$ cat src/rtl/rip_regfile_mp.sv
// rip_regfile_mp: multi-port integer register file for the rip-cpu core.
// NRD registered read ports with same-cycle write bypass, NWR write ports where the
// highest port index wins, and a per-register busy scoreboard for hazard detection.
// Register 0 reads as zero, ignores writes and is never busy.

module rip_regfile_mp #(
    parameter int unsigned     XLEN    = 32,
    parameter int unsigned     NREG    = 32,
    parameter int unsigned     NRD     = 2,
    parameter int unsigned     NWR     = 2,
    parameter int unsigned     SP_IDX  = 2,
    parameter logic [XLEN-1:0] SP_INIT = '0,
    localparam int unsigned    AW      = $clog2(NREG)
) (
    input  logic                 clk,
    input  logic                 rst_n,
    input  logic                 i_rd_en,
    input  logic [NRD*AW-1:0]    i_rd_addr,
    output logic [NRD*XLEN-1:0]  o_rd_data,
    output logic [NRD-1:0]       o_rd_busy,
    input  logic [NWR-1:0]       i_wr_en,
    input  logic [NWR*AW-1:0]    i_wr_addr,
    input  logic [NWR*XLEN-1:0]  i_wr_data,
    input  logic                 i_iss_valid,
    input  logic [AW-1:0]        i_iss_rd,
    input  logic                 i_flush
);

    // Architectural state
    logic [XLEN-1:0] r_regs [NREG];
    logic [NREG-1:0] r_busy;

    // Registered read outputs
    logic [XLEN-1:0] r_rd_data [NRD];
    logic [NRD-1:0]  r_rd_busy;

    // Per-register view of this cycle's writes, already resolved across write ports
    logic [NREG-1:0] w_wr_hit;
    logic [XLEN-1:0] w_wr_val [NREG];

    // Per-read-port next values
    logic [AW-1:0]   w_rd_addr [NRD];
    logic [XLEN-1:0] w_rd_val  [NRD];
    logic [NRD-1:0]  w_rd_busy;

    logic [NREG-1:0] w_busy_d;

    // Resolve write ports per register; ascending scan lets the highest index win
    always_comb begin
        for (int unsigned a = 0; a < NREG; a++) begin
            w_wr_hit[a] = 1'b0;
            w_wr_val[a] = '0;
        end
        // Register 0 is never a write target, so its hit/value stay zero
        for (int unsigned a = 1; a < NREG; a++) begin
            for (int unsigned p = 0; p < NWR; p++) begin
                if (i_wr_en[p] && (i_wr_addr[p*AW +: AW] == AW'(a))) begin
                    w_wr_hit[a] = 1'b1;
                    w_wr_val[a] = i_wr_data[p*XLEN +: XLEN];
                end
            end
        end
    end

    // Read-port next values: zero register, then bypass, then array
    always_comb begin
        for (int unsigned k = 0; k < NRD; k++) begin
            w_rd_addr[k] = i_rd_addr[k*AW +: AW];
            w_rd_val[k]  = '0;
            w_rd_busy[k] = 1'b0;
            if (w_rd_addr[k] != '0) begin
                if (w_wr_hit[w_rd_addr[k]]) begin
                    w_rd_val[k] = w_wr_val[w_rd_addr[k]];
                end else begin
                    w_rd_val[k] = r_regs[w_rd_addr[k]];
                end
                // A same-cycle write produces the operand, so it is no longer pending
                w_rd_busy[k] = r_busy[w_rd_addr[k]] & ~w_wr_hit[w_rd_addr[k]];
            end
        end
    end

    // Scoreboard next state: writes clear, issue sets (set beats clear), flush clears all
    always_comb begin
        w_busy_d = r_busy & ~w_wr_hit;
        if (i_iss_valid && (i_iss_rd != '0)) begin
            w_busy_d[i_iss_rd] = 1'b1;
        end
        if (i_flush) begin
            w_busy_d = '0;
        end
        w_busy_d[0] = 1'b0;
    end

    // Register array update; reset loads SP_INIT into the stack pointer
    always_ff @(posedge clk) begin
        if (!rst_n) begin
            for (int unsigned a = 0; a < NREG; a++) begin
                r_regs[a] <= ((a == SP_IDX) && (a != 0)) ? SP_INIT : '0;
            end
        end else begin
            for (int unsigned a = 1; a < NREG; a++) begin
                if (w_wr_hit[a]) begin
                    r_regs[a] <= w_wr_val[a];
                end
            end
        end
    end

    // Busy scoreboard register
    always_ff @(posedge clk) begin
        if (!rst_n) begin
            r_busy <= '0;
        end else begin
            r_busy <= w_busy_d;
        end
    end

    // Read output registers; hold while decode is stalled
    always_ff @(posedge clk) begin
        if (!rst_n) begin
            for (int unsigned k = 0; k < NRD; k++) begin
                r_rd_data[k] <= '0;
            end
            r_rd_busy <= '0;
        end else if (i_rd_en) begin
            for (int unsigned k = 0; k < NRD; k++) begin
                r_rd_data[k] <= w_rd_val[k];
            end
            r_rd_busy <= w_rd_busy;
        end
    end

    // Pack read data onto the flat output bus
    always_comb begin
        o_rd_data = '0;
        for (int unsigned k = 0; k < NRD; k++) begin
            o_rd_data[k*XLEN +: XLEN] = r_rd_data[k];
        end
    end

    assign o_rd_busy = r_rd_busy;

endmodule

$ cat config.mk
export PLATFORM = sky130hd
export DESIGN_NAME = rip_regfile_mp
export DESIGN_NICKNAME = d
export VERILOG_FILES = /design/src/rtl/rip_regfile_mp.sv
export SDC_FILE = /design/constraint.sdc
export NUM_CORES = 2
export LEC_CHECK = 0
export ABC_AREA = 0
export CAP_MARGIN = 20
export CORE_ASPECT_RATIO = 2
export CORE_MARGIN = 10
export CORE_UTILIZATION = 26
export DETAILED_ROUTE_END_ITERATION = 6
export MAX_ROUTING_LAYER = met4
export PLACE_DENSITY = 0.43
export SYNTH_ARGS = -nofsm -noshare
export SYNTH_HDL_FRONTEND = slang
export SYNTH_SLANG_ARGS = --single-unit
$ cat constraint.sdc
create_clock -name clk -period 3.7 [get_ports clk]
set_input_delay 0.37 -clock clk [delete_from_list [all_inputs] [get_ports clk]]
set_output_delay 0.37 -clock clk [all_outputs]
set_load 0.005 [all_outputs]
## Word level (Yosys, flattened, before mapping)

Memories as Yosys holds them, arrays and structs flattened.
Index checks and enable logic that the tools add are counted.

| operators by class | value |
|---|---|
| $lt $le $gt $ge | 6 |
| equal/unequal tests | 62 |
| mux-type cells | 277 |
| bitwise operators | 43 |
| reductions and logical operators | 68 |

Operators by type and width:

| kind | count |
|---|---|
| $mux W32 | 104 |
| $bmux W32 S5 | 2 |
| $mux W1 | 166 |
| $eq A5 B5 Y1 const B | 32 |
| $eq A5 B4 Y1 const B | 16 |
| $logic_and A1 B1 Y1 | 64 |
| $eq A5 B3 Y1 const B | 8 |
| $or A1 B1 Y1 | 33 |
| $and A32 B32 Y32 | 1 |
| $not A32 Y32 | 1 |
| $or A32 B32 Y32 | 1 |
| $bmux W1 S5 | 4 |
| $eq A5 B2 Y1 const B | 4 |
| $lt A5 B6 Y1 const B | 3 |
| $reduce_bool A5 Y1 | 3 |
| $ge A6 B6 Y1 const B | 2 |
| $not A5 Y6 | 2 |
| $eq A5 B1 Y1 const B | 2 |
| $demux W1 S5 | 1 |
| $ge A5 B1 Y1 const B | 1 |
| $not A1 Y1 | 3 |
| $and A1 B1 Y1 | 2 |
| $reduce_or A2 Y1 | 1 |

| storage, ports and cells | value |
|---|---|
| register bits | 34 |
| RAM bits | 1,088 |
| input bits | 96 |
| output and inout bits | 66 |
| word-level logic and storage cells | 461 |
| memories kept | 2 |

Memories:

| memory | depth | width | read ports | clocked after memory_dff | write ports | RTL line | RTL |
|---|---|---|---|---|---|---|---|
| r_regs | 32 | 32 | 2 | 0 | 32 | 30 | `logic [XLEN-1:0] r_regs [NREG];` |
| r_rd_data | 2 | 32 | 2 | 0 | 2 | 34 | `logic [XLEN-1:0] r_rd_data [NRD];` |

## Logic depth before layout (Yosys ltp)

| depth | value |
|---|---|
| word-level depth | 10 |
| gate-level depth with buffers | 14 |

## Worst setup path after synthesis

Ideal clock, no wire load.

| path | value |
|---|---|
| kind | input-to-reg |
| from | input port i_wr_addr[6] |
| to | memory r_regs[24][0] (enable) |
| data arrival time | 2.927 ns |
| required time | 3.311 ns |
| path slack | 0.384 ns |
| stages | 9 |
| path buffers | 5 |
| cell sequence | buf_2 > nand4bb_1 > buf_2 > nor2_1 > buf_2 > buf_1 > buf_1 > a21oi_1 > nand2_1 |

RTL lines:

| what | RTL line | RTL |
|---|---|---|
| start, declared | 22 | `input logic [NWR*AW-1:0] i_wr_addr,` |
| end, declared | 30 |  |

==> results.cfg <==
[global_route]
grt_max_degree = 147
grt_pass1_vias = 95240
grt_pass1_wl_mm = 997.3
grtUsageTotal_pct = 43.65
overflow = 0
antenna_found_initial = 86

[floorplanning]
dieHeight_um = 830.4
dieArea_um2 = 353100
coreArea_um2 = 327000
io_pins = 162
rows = 297
initial_core_util_pct = 26.11
die_x_um = 425.2

[clock_tree]
cts_max_path_buffers = 3
postCtsHoldBufs = 0
root_buffer = clkbuf_16
clk_pin_slew_ps = 100
post_cts_resized = 3
clock-sinks = 1089
post_cts_buffers = 0
cts-htree-levels = 3
clk_latency_ps = 900
numCtsBuffers = 115
cts_tree = yes

[power]
vdd_ir_drop_max_mv = 0.4515
power_mw = 38.24
p_leak_nw = 42.51
p_per_area_nw_per_um2 = 322.3

[synthesis]
synthCells = 8541
synth_fa_ha_area_share_pct = 0
yosys.area.top_type = edfxtp_1
synthArstFlopShare_pct = 0
ys_ff_latch = 1089
syn_nets = 8637
synth_xor_area_share_pct = 0.07182
synthDistinctLibCells = 94
ys_top_cells_by_count = edfxtp_1 (1,056), nand2_1 (1,009), a21oi_1 (943), nor2_1 (677), clkbuf_1 (672)
avgSynthCellArea_um2 = 9.995
synth.yosys.seq_area_share_pct = 37.92
synthMuxAreaShare_pct = 21.49
synth_area_leaders = edfxtp_1 (37%), mux4_2 (17%), a21oi_1 (5.5%), nand2_1 (4.4%), mux2i_1 (3.4%)
synth_compound_area_share_pct = 20.47
synth_edf_count = 1056
synth_simple_gate_area_share_pct = 14.63
synth_area_um2 = 85370
yosys.cell_count.top_type = edfxtp_1
ys_warn_count = 0
synth_ff_type = edfxtp_1
synth_top_family_by_area = multiplexers
netlist.area_leader.share_pct = 37.15

[critical_path]
critPathRequiredTime_ps = 4470
crit_start = i_wr_addr[5]
cp-start-kind = input pin
worst_path_max_delay_cell = o21ai_4
slowest_delay_ps = 570
crit_path_end_kind = flip-flop
arrival_ps = 4580
path_common_cell = buf_4
path_class = in -> reg
crit_fanout = 11
crit_chain = clkdlybuf4s50_1 -> buf_12 -> buf_4 -> and4bb_2 -> buf_12 -> nand2_1 -> buf_4 -> o21ai_4 -> nand2_1 -> o21ai_0 -> o211ai_1 -> or4_1 -> o311ai_0 -> buf_4
timing.rr.start = r_regs[23][31]

[placed_design]
place_hpwl_mm = 598.3
portBuffers = 161
gp_congestion = 1.085
place_area_um2 = 114600
dp_slack_ps = -1155

[finish]
fin_util_pct = 36.28
final_area_um2 = 118600
syn_to_final_growth_pct = 38.98
final_nets = 10760
post_route_cells_drive_above_1_share_pct = 37.71

[run_status]
outcome = complete, but fails checks
violations = design-rule violations, negative setup slack

[routing]
wl_mm = 776.8
drt_pass1_iterations = 7
avgViaCountPerCell = 6.480
wl_per_cell_um = 51.26
route.detailed.drc = 2
via_count = 98190
drt_iter0_drc = 15250
drtAntennaViolNets = 0

[job]
cap_violations = 0

[timing]
rsz0062_at_grt = no
min_period_ps = 3804
hold_violations = 0
setup_slack_ps = -103.7
fin_crit_sh_pct = 102.8
finalClockSkew_ps = 97.76
max_slew_margin_pct = 19.26
slew_viol_final = 0
max_freq_ghz = 0.2629
tightest_slew_ps = 1211
setup_violations = 3

[hold_path]
hold_path_startpoint = i_wr_data[27]
hold_class = in -> reg
==> area by class of cell <==
type / instances / area, um^2
antenna: 62 / 155.1
inverter: 30 / 141.4
clock buffer: 136 / 2957
sequential: 1089 / 32370
tap: 4335 / 5424
timing repair buffer: 3096 / 27730
multi-input combinational: 6328 / 49030
clock inverter: 77 / 834.6
fill: 33270 / 208400
==> final timing paths <==
path                                    endpoint  depth (start not counted)  slack [ps]
worst min register to register        r_busy[30]                          2         550
worst min-delay path               r_regs[9][27]                          3          80
worst max register to register  r_rd_data[0][63]                          7        1090
worst max-delay path            r_rd_data[0][58]                         14        -100
==> cells in the final DEF (no fill, tap or decap), types with 125 or more instances in the layout <==
| master | n |
|---|---|
| buf_4 | 2586 |
| o21ai_0 | 237 |
| nand3_1 | 152 |
| edfxtp_1 | 1056 |
| o221ai_1 | 152 |
| mux2i_1 | 293 |
| a22oi_1 | 130 |
| nor2b_1 | 265 |
| nor2_1 | 646 |
| and2_1 | 125 |
| buf_12 | 339 |
| a21oi_1 | 938 |
| a221oi_1 | 137 |
| mux4_2 | 658 |
| a211oi_1 | 243 |
| nor3_1 | 252 |
| nand2_1 | 967 |
==> report_power, final <==
group | leakage, nW | internal (mW) | total [mW] | switching [mW]
combinational | 30.2 | 3.82 | 10.7 | 6.85
sequential | 10.5 | 14.3 | 14.8 | 0.529
clock | 1.82 | 6.60 | 12.7 | 6.13
==> logic make-up after synthesis <==
group	Yosys count
AND/OR/NAND/NOR	2703
buffers and inverters	1124
XOR/XNOR	7
multiplexers	1004
flip-flops	1089
AO/OA/AOI/OAI	2614
==> stage by stage <==
step	cells	setup TNS, ps	hold slack [ps]
final	15150	-160.8	75.78
after global routing	15130	0	69.33
after CTS	15090	0	2.993
after detailed placement	14870	-36230	524.6
after global placement	14860	-36820	509.8
after floorplan	8541	0	448.7
==> layer usage <==
layer / GRT usage, % / wire length [um]
met3: 8.669 / 64140
met4: 33.93 / 76630
met1: 51.17 / 289700
met5: - / 0
met2: 65.31 / 346300
==> critical path: cells and delay by family <==
| family | cells | cell delay, ps |
|---|---|---|
| AND/OR/NAND/NOR | 4 | 1590 |
| AO/OA/AOI/OAI | 4 | 1160 |
| buffers and inverters | 6 | 1400 |
==> flip-flops by register name, indices dropped and copies added, names as in the netlist <==
signal and flops:
r_rd_data 64, r_regs 992, o_rd_busy 2, r_busy 31
Power figures use the tool's default switching activity.
